### src/rtl/lockstep_compare_harness_if.sv
// Handshake/bus bundle between the lockstep harness and its environment.
// master: harness side (drives stimulus/status); slave: DUT pair + controller.
interface lockstep_compare_harness_if #(
    parameter int DATA_W = 32,
    parameter int OUT_W  = 32,
    parameter int CNT_W  = 16
);
    logic              start;
    logic [DATA_W-1:0] stim;
    logic              dut_rst;
    logic [OUT_W-1:0]  golden_out;
    logic [OUT_W-1:0]  netlist_out;
    logic              busy;
    logic              done;
    logic              pass;
    logic [CNT_W-1:0]  mismatch_cnt;
    logic [31:0]       vec_idx;
`ifdef HARNESS_FIRST_FAIL_EN
    logic [31:0]       first_fail_idx;
    logic [OUT_W-1:0]  first_fail_golden;
    logic [OUT_W-1:0]  first_fail_netlist;
    logic              first_fail_vld;

    modport master (
        input  start, golden_out, netlist_out,
        output stim, dut_rst, busy, done, pass, mismatch_cnt, vec_idx,
        output first_fail_idx, first_fail_golden,
        output first_fail_netlist, first_fail_vld
    );
    modport slave (
        output start, golden_out, netlist_out,
        input  stim, dut_rst, busy, done, pass, mismatch_cnt, vec_idx,
        input  first_fail_idx, first_fail_golden,
        input  first_fail_netlist, first_fail_vld
    );
`else
    modport master (
        input  start, golden_out, netlist_out,
        output stim, dut_rst, busy, done, pass, mismatch_cnt, vec_idx
    );
    modport slave (
        output start, golden_out, netlist_out,
        input  stim, dut_rst, busy, done, pass, mismatch_cnt, vec_idx
    );
`endif
endinterface

### src/rtl/lockstep_compare_harness.sv
// Golden-vs-netlist lockstep harness: resets both DUTs, drives LFSR stimulus,
// compares outputs once per vector and reports a saturating mismatch count.
// Ports: clk, rst (async, active high), bus (master modport: start,
// golden_out, netlist_out in; stim, dut_rst, busy, done, pass,
// mismatch_cnt, vec_idx out). Optional first-fail capture ports are
// enabled by defining HARNESS_FIRST_FAIL_EN.
module lockstep_compare_harness #(
    parameter int          DATA_W       = 32,
    parameter int          OUT_W        = 32,
    parameter int          N_VECTORS    = 1000,
    parameter int          COMPARE_LAT  = 2,
    parameter int          RESET_CYCLES = 2,
    parameter logic [31:0] SEED         = 32'h0000_0001,
    parameter int          CNT_W        = 16
) (
    input logic                        clk,
    input logic                        rst,
    lockstep_compare_harness_if.master bus
);
    localparam logic [31:0] POLY    = 32'h8020_0003;
    localparam logic [31:0] SEED_EF = (SEED == 32'd0) ? 32'd1 : SEED;
    localparam logic [31:0] RC_LAST = 32'(RESET_CYCLES - 1);
    localparam logic [31:0] CL_LAST = 32'(COMPARE_LAT - 1);
    localparam logic [31:0] V_LAST  = 32'(N_VECTORS - 1);

    typedef enum logic [1:0] {
        ST_IDLE, ST_RESET, ST_RUN, ST_DONE
    } state_t;

    state_t            state;
    logic [31:0]       cyc;
    logic [31:0]       lfsr;
    logic [DATA_W-1:0] stim_q;
    logic              dut_rst_q;
    logic              busy_q;
    logic              done_q;
    logic              pass_q;
    logic [CNT_W-1:0]  cnt_q;
    logic [31:0]       vec_idx_q;

    logic [31:0]       lfsr_nxt;
    logic              mismatch;
    logic              cmp;
    logic [CNT_W-1:0]  cnt_nxt;

    assign lfsr_nxt = {1'b0, lfsr[31:1]} ^ (lfsr[0] ? POLY : 32'd0);
    assign mismatch = bus.golden_out != bus.netlist_out;
    assign cmp = (state == ST_RESET && cyc == RC_LAST) ||
                 (state == ST_RUN && cyc == CL_LAST);
    // Count including the compare taken this edge, so DONE's pass sees it.
    assign cnt_nxt = (cmp && mismatch && cnt_q != '1) ? cnt_q + 1'b1
                                                      : cnt_q;

`ifdef HARNESS_FIRST_FAIL_EN
    logic [31:0]      ff_idx;
    logic [OUT_W-1:0] ff_gold;
    logic [OUT_W-1:0] ff_net;
    logic             ff_vld;

    always_ff @(posedge clk or posedge rst) begin
        if (rst) begin
            ff_idx  <= '0;
            ff_gold <= '0;
            ff_net  <= '0;
            ff_vld  <= 1'b0;
        end else if ((state == ST_IDLE || state == ST_DONE) && bus.start) begin
            ff_idx  <= '0;
            ff_gold <= '0;
            ff_net  <= '0;
            ff_vld  <= 1'b0;
        end else if (cmp && mismatch && !ff_vld) begin
            // The reset-state compare has no vector index of its own.
            ff_idx  <= (state == ST_RESET) ? 32'hFFFF_FFFF : vec_idx_q;
            ff_gold <= bus.golden_out;
            ff_net  <= bus.netlist_out;
            ff_vld  <= 1'b1;
        end
    end

    assign bus.first_fail_idx     = ff_idx;
    assign bus.first_fail_golden  = ff_gold;
    assign bus.first_fail_netlist = ff_net;
    assign bus.first_fail_vld     = ff_vld;
`endif

    always_ff @(posedge clk or posedge rst) begin
        if (rst) begin
            state     <= ST_IDLE;
            cyc       <= '0;
            lfsr      <= SEED_EF;
            stim_q    <= '0;
            dut_rst_q <= 1'b1;
            busy_q    <= 1'b0;
            done_q    <= 1'b0;
            pass_q    <= 1'b0;
            cnt_q     <= '0;
            vec_idx_q <= '0;
        end else begin
            unique case (state)
                ST_IDLE, ST_DONE: begin
                    if (bus.start) begin
                        state     <= ST_RESET;
                        cyc       <= '0;
                        lfsr      <= SEED_EF;
                        stim_q    <= '0;
                        dut_rst_q <= 1'b1;
                        busy_q    <= 1'b1;
                        done_q    <= 1'b0;
                        pass_q    <= 1'b0;
                        cnt_q     <= '0;
                        vec_idx_q <= '0;
                    end
                end
                ST_RESET: begin
                    if (cyc == RC_LAST) begin
                        cnt_q     <= cnt_nxt;
                        state     <= ST_RUN;
                        cyc       <= '0;
                        dut_rst_q <= 1'b0;
                        stim_q    <= lfsr[DATA_W-1:0];
                    end else begin
                        cyc <= cyc + 1'b1;
                    end
                end
                ST_RUN: begin
                    if (cyc == CL_LAST) begin
                        cnt_q <= cnt_nxt;
                        cyc   <= '0;
                        if (vec_idx_q == V_LAST) begin
                            state  <= ST_DONE;
                            busy_q <= 1'b0;
                            done_q <= 1'b1;
                            pass_q <= (cnt_nxt == '0);
                        end else begin
                            vec_idx_q <= vec_idx_q + 1'b1;
                            lfsr      <= lfsr_nxt;
                            stim_q    <= lfsr_nxt[DATA_W-1:0];
                        end
                    end else begin
                        cyc <= cyc + 1'b1;
                    end
                end
            endcase
        end
    end

    assign bus.stim         = stim_q;
    assign bus.dut_rst      = dut_rst_q;
    assign bus.busy         = busy_q;
    assign bus.done         = done_q;
    assign bus.pass         = pass_q;
    assign bus.mismatch_cnt = cnt_q;
    assign bus.vec_idx      = vec_idx_q;
endmodule

### src/flat_wrapper.sv
// flat-port wrapper written by rule: the top's interface ports become plain ports
module lockstep_compare_harness_flat 
#(
    parameter int          DATA_W       = 32,
    parameter int          OUT_W        = 32,
    parameter int          N_VECTORS    = 1000,
    parameter int          COMPARE_LAT  = 2,
    parameter int          RESET_CYCLES = 2,
    parameter logic [31:0] SEED         = 32'h0000_0001,
    parameter int          CNT_W        = 16
)
  (clk, rst, bus_start, bus_golden_out, bus_netlist_out, bus_stim, bus_dut_rst, bus_busy, bus_done, bus_pass, bus_mismatch_cnt, bus_vec_idx);
  lockstep_compare_harness_if #(.DATA_W(DATA_W), .OUT_W(OUT_W), .CNT_W(CNT_W)) bus_i ();
  input logic clk;
  input logic rst;
  input wire logic [$bits(bus_i.start)-1:0] bus_start;
  input wire logic [$bits(bus_i.golden_out)-1:0] bus_golden_out;
  input wire logic [$bits(bus_i.netlist_out)-1:0] bus_netlist_out;
  output wire logic [$bits(bus_i.stim)-1:0] bus_stim;
  output wire logic [$bits(bus_i.dut_rst)-1:0] bus_dut_rst;
  output wire logic [$bits(bus_i.busy)-1:0] bus_busy;
  output wire logic [$bits(bus_i.done)-1:0] bus_done;
  output wire logic [$bits(bus_i.pass)-1:0] bus_pass;
  output wire logic [$bits(bus_i.mismatch_cnt)-1:0] bus_mismatch_cnt;
  output wire logic [$bits(bus_i.vec_idx)-1:0] bus_vec_idx;
  assign bus_i.start = bus_start;
  assign bus_i.golden_out = bus_golden_out;
  assign bus_i.netlist_out = bus_netlist_out;
  assign bus_stim = bus_i.stim;
  assign bus_dut_rst = bus_i.dut_rst;
  assign bus_busy = bus_i.busy;
  assign bus_done = bus_i.done;
  assign bus_pass = bus_i.pass;
  assign bus_mismatch_cnt = bus_i.mismatch_cnt;
  assign bus_vec_idx = bus_i.vec_idx;
  lockstep_compare_harness #(.DATA_W(DATA_W), .OUT_W(OUT_W), .N_VECTORS(N_VECTORS), .COMPARE_LAT(COMPARE_LAT), .RESET_CYCLES(RESET_CYCLES), .SEED(SEED), .CNT_W(CNT_W)) u_core (.clk(clk), .rst(rst), .bus(bus_i));
endmodule
### config.mk
export PLATFORM = sky130hd
export DESIGN_NAME = lockstep_compare_harness_flat
export DESIGN_NICKNAME = d
export VERILOG_FILES = /design/src/rtl/lockstep_compare_harness_if.sv /design/src/rtl/lockstep_compare_harness.sv /design/src/flat_wrapper.sv
export SDC_FILE = /design/constraint.sdc
export NUM_CORES = 1
export LEC_CHECK = 0
export ABC_AREA = 0
export CAP_MARGIN = 20
export CORE_MARGIN = 2
export CORE_UTILIZATION = 48
export DETAILED_ROUTE_END_ITERATION = 7
export GPL_TIMING_DRIVEN = 1
export PLACE_DENSITY = 0.77
export SLEW_MARGIN = 20
export SYNTH_ARGS = -nofsm -noshare
export SYNTH_HDL_FRONTEND = slang
export SYNTH_SLANG_ARGS = --single-unit
export TNS_END_PERCENT = 30
### constraint.sdc
create_clock -name clk -period 4.2 [get_ports clk]
set_input_delay 0.42 -clock clk [delete_from_list [all_inputs] [get_ports clk]]
set_output_delay 0.42 -clock clk [all_outputs]
set_load 0.02 [all_outputs]
Word-level counts from Yosys, hierarchy flattened
Cells that the tools add are included.

word-level totals
  bits of input ports = 67
  output and inout bits = 84
  register bits after elaboration = 150

cells by class
  bitwise operators = 1
  multiplexer cells = 35
  reductions and logical operators = 17
  equal/unequal tests = 13
  add/subtract/negate cells = 3

operators by type and width
  operator                                                           number
  32-bit 2-to-1 mux                                                  9
  32-bit case mux with 2 select lines                                3
  32-bit case mux with 3 select lines                                1
  32-bit by 1-bit adder with 32-bit output, second input constant    2
  16-bit 2-to-1 mux                                                  3
  32-bit by 1-bit == test with 1-bit output, second input constant   1
  32-bit by 10-bit == test with 1-bit output, second input constant  1
  32-bit inequality test                                             1
  16-bit case mux with 2 select lines                                1
  31-bit by 32-bit bitwise XOR with 32-bit output                    1
  16-bit by 1-bit adder with 16-bit output, second input constant    1
  16-bit logical NOT                                                 1
  16-bit inequality test, second input constant                      1
  4-bit AND reduction                                                4
  2-bit inequality test, second input constant                       5
  1-bit 2-to-1 mux                                                   9
  2-bit 2-to-1 mux                                                   4
  1-bit case mux with 2 select lines                                 4
  2-bit case mux with 3 select lines                                 1
  2-bit == test, second input constant                               2
  1-bit logical AND                                                  4
  2-bit nonzero test                                                 2
  2-bit OR reduction                                                 2
  3-bit AND reduction                                                1
  other kinds (5)                                                    5

Longest topological paths before layout
  depth after elaboration = 10
  depth in mapped cells = 11

Least setup slack after synthesis
OpenSTA, ideal clock, no wires.

  kind = register -> register
  start = reg u_core.cnt_q[0], in the netlist u_core.bus.mismatch_cnt[0]
  end = reg u_core.pass_q, in the netlist u_core.bus.pass
  arrival time = 2.833 ns
  required time = 4.124 ns
  stages on the path, launching flop included = 12
  setup slack = 1.291 ns
  path buffers = 2
  path through = dfrtp_1 -> ha_1 -> and4_1 -> and3_1 -> clkbuf_1 -> and3b_1 -> a211oi_2 -> buf_2 -> a21boi_0 -> nand3b_1 -> or4_1 -> o21ai_1

on the way
  cells in the longest elaborated chain, start to end = 7
  elaborated cells between the ends (all ways) = 8

RTL lines
  item                                                                                              RTL line                         RTL
  from (decl)                                                                                       lockstep_compare_harness.sv:38   logic [CNT_W-1:0] cnt_q;
  from (signal assigned)                                                                            lockstep_compare_harness.sv:116  cnt_q <= cnt_nxt;
  from (signal assigned)                                                                            lockstep_compare_harness.sv:127  cnt_q <= cnt_nxt;
  parallel branches: the longest is 2 deep, another holds 16-bit by 1-bit adder with 16-bit output  -
  16-bit 2-to-1 mux (*)                                                                             lockstep_compare_harness.sv:51   assign cnt_nxt = (cmp && mismatch && cnt_q != '1) ? cnt_q + 1'b1
  16-bit logical NOT (*)                                                                            lockstep_compare_harness.sv:133  pass_q <= (cnt_nxt == '0);
  1-bit 2-to-1 mux (*)                                                                              lockstep_compare_harness.sv:129  if (vec_idx_q == V_LAST) begin
  1-bit 2-to-1 mux (*)                                                                              lockstep_compare_harness.sv:126  if (cyc == CL_LAST) begin
  1-bit case mux with 2 select lines (*)                                                            lockstep_compare_harness.sv:99   unique case (state)
  to (signal assigned)                                                                              lockstep_compare_harness.sv:133
  to (decl)                                                                                         lockstep_compare_harness.sv:37   logic pass_q;

Every way passes the cells marked *. The select of a mux whose other input is x is not followed.
A chain may end at the register's enable or synchronous reset.

Worst setup path after layout
  start = reg u_core.vec_idx_q[15], in the netlist u_core.bus.vec_idx[15]
  end = reg u_core.vec_idx_q[13], in the netlist u_core.bus.vec_idx[13]

on the way
  cells in the longest elaborated chain, start to end = 3

RTL lines
  item                                        RTL line                         RTL
  from (decl)                                 lockstep_compare_harness.sv:39   logic [31:0] vec_idx_q;
  from (signal assigned)                      lockstep_compare_harness.sv:135  vec_idx_q <= vec_idx_q + 1'b1;
  32-bit by 10-bit == test with 1-bit output  lockstep_compare_harness.sv:129
  2-bit inequality test (no line)             -
  4-bit AND reduction (no line)               -

No other way between the ends.

==> run metrics <==
IO Pins between 150 and 200; Via-to-Cell Ratio about 5.7; grt ovf 0; CP Data Arrival Time 3670 ps; Max clock buf depth 2; diode count 0; synthesized net count ~980; GRT Resource Usage Total roughly 23%; Post-synth EDFFs 0; clock share of power between 30% and 40%; most frequent cells in the layout nand2_1 (168), clkdlybuf4s50_1 (150), dfrtp_1 (148), o21ai_0 (95), o31ai_1 (49); Initial Util between 40% and 50%; Sink Count 150; synth unique cells 60; Final Cycle Share 80.1%; post-synth top area share a little under half; Hold Path Class reg2reg; f_max between 0.2 and 0.3 GHz; Switching Fraction roughly two fifths; RSZ-0062 raised after global routing false; PortBufs 150; #FFs+latches synth 150; crit path launch type flip-flop; total CTS buffers 17; Ys Warns 0; cell area after synthesis approximately 8000 um2; final WL about 20000 um; status finished, final reports clean; Crit Path Max Fanout 71; DRC viols 0; Seq/Total Area, Yosys between 40% and 50%; slew margin rel. about 36%; Hold WS around 470 ps; DR WL/cell 15.7 um; Synth Flop Type dfrtp_1; ANT nets after route 0; Worst setup EP type flip-flop; Slew Limit Fails 0; leakage power approximately 4.1 nW; fillers between 1000 and 1500; CTS root buf clkbuf_16; Crit Path Class reg2reg; Psw around 1.9 mW; crit path cell chain or4_1, or4_4, o311a_1, o21ai_4, buf_4, nor3_1, nand3_1, xor2_1, nor2_1; FF+latch area ~3800 um2; final hold vios 0; Worst EP required between 4000 and 5000 ps; final worst slack between 800 and 900 ps; Layout area overhead 29.3%; GP Congestion slightly below 0.9; fin nets around 1100; Syn Area/Cell 8.89 um2; drt pass-1 iters 5; HPWL Detailed between 10000 and 15000 um; initial antenna violation count 0; Core ar. around 16000 um2; crit-path max cell delay between 500 and 600 ps; die span in x ~130 um; cell family with most CP delay simple AND/OR/NAND/NOR gates; Max Cap Viol 0; vias in the first global route around 6600; Post-Syn Instances between 900 and 1000; CTS H-tree lvls 4; DP Area slightly below 10000 um2; Die Ht 133 um; vias approximately 7200; Power Total approximately 5 mW; Final Cell Area between 10000 and 15000 um2; Reg clk slew, reported paths roughly 60 ps; ys async rst share 100%; Hold Buf Count CTS 0; die area ~18000 um2; row cnt 47; Critical path buffers and inverters 1; Power Dens Cells 477 nW/um2; top cells by area, synth dfrtp_1 (46%), nand2_1 (7.8%), o21ai_0 (5.9%); commonest non-fill, non-tap cell in the layout nand2_1; sequential power share 31.6%; CTS tree yes; cell taking the most area after synthesis dfrtp_1; slowest stage cell, crit path or4_1; first-pass GRT wire length 33400 um; setup TNS 0 ps; Setup-failing EPs final 0; Worst-Margin Slew around 950 ps; area of the multi-input gates ~4000 um2; share of cells above drive strength 1 between 5 and 6%; pre-CTS setup slack 828 ps; Comb power frac approximately a third; Int Pwr 3.07 mW; CTS-repair resized insts 0; pin count of the biggest net entering global routing 72; Worst VDD drop between 300 and 400 uV; fin crit period 3360 ps; DR iter-0 viols about 640; Max Clock Skew slightly above 10 ps; Post-CTS Setup Bufs 0; Clock Latency Late Sink 430 ps
==> area by class of cell <==
| class | instances | share of cell area, % |
|---|---|---|
| sequential | 150 | 36.1 |
| clock buffer | 19 | 4.26 |
| multi-input combinational | 684 | 38.6 |
| timing repair buffer | 164 | 15.7 |
| tap | 220 | 2.65 |
| inverter | 16 | 0.613 |
| clock inverter | 13 | 2.09 |
==> power by group through the flow <==
stage	combinational, mW	clock (mW)	sequential, mW
3_5_place_dp	1.67	0	1.59
4_1_cts	1.68	1.73	1.57
2_1_floorplan	1.19	0	1.60
3_3_place_gp	1.65	0	1.59
5_1_grt	1.87	1.81	1.58
6_report	1.68	1.71	1.57
==> flip-flops by register name (all words and copies together), names as in the netlist <==
name / cells
u_core.bus.busy: 1
u_core.bus.done: 1
u_core.bus.dut_rst: 1
u_core.bus.mismatch_cnt: 16
u_core.bus.pass: 1
u_core.bus.stim: 32
u_core.bus.vec_idx: 32
u_core.cyc: 32
u_core.lfsr: 32
u_core.state: 2
==> metrics by stage <==
stage	std cells	util, %
floorplan	905	-
global placement	1234	59.2
detailed placement	1234	59.2
CTS	1266	63.2
global route	1266	63.2
finish	1266	63.2
==> worst register-to-register path: cells and delay by family (launching register included) <==
family | cells | cell delay [ps]
simple gates | 5 | 1500
buf+inv | 1 | 500
flops | 1 | 430
compound gates | 2 | 640
xor+xnor | 1 | 180
==> cells in the mapped netlist, types with 10 or more instances <==
cell / n
or3_1: 10
nor3_1: 12
o21ai_0: 95
nand3_1: 36
xor2_1: 24
a21oi_1: 21
xnor2_1: 47
and3_1: 22
a22oi_1: 29
inv_1: 16
nand4_1: 25
nand2_1: 168
nor4_1: 15
nor2_1: 46
o31ai_1: 49
clkbuf_1: 39
buf_2: 14
dfrtp_1: 148
==> final timing paths <==
| path | slack [ps] | from | depth (start not counted) | endpoint |
|---|---|---|---|---|
| setup / recovery | 840 | u_core.bus.vec_idx[15] | 9 | u_core.bus.vec_idx[13] |
| hold / removal | 470 | u_core.bus.stim[16] | 2 | u_core.bus.stim[16] |
| setup reg to reg | 840 | u_core.bus.vec_idx[15] | 9 | u_core.bus.vec_idx[13] |
| hold reg to reg | 470 | u_core.bus.stim[16] | 2 | u_core.bus.stim[16] |
| max in group asynchronous | 2840 | rst | 3 | u_core.bus.dut_rst |
| min in group asynchronous | 510 | rst | 2 | u_core.bus.stim[26] |
==> per-layer routing <==
metal  share of wire (%)  GRT usage [%]  up-vias
met5                   0              0        -
met1                  46           32.9     3449
li1                    -              -     3519
met3                 6.0           5.29       29
met4                 1.1           5.79        0
met2                  47           35.5      238
==> logic make-up (layout without fill, tap and decap cells) <==
kind of cell | after synthesis | after routing | share of synthesized area, %
adders and majority gates | 6 | 6 | 0.933
xor gates and xnor gates | 71 | 71 | 7.73
AOI/OAI and AO/OA | 236 | 236 | 18.6
muxes | 3 | 3 | 0.404
buffers and inverters | 71 | 212 | 3.58
DFF | 150 | 150 | 46.7
and+or+nand+nor | 368 | 368 | 22.0
Power figures use the tool's default switching activity.
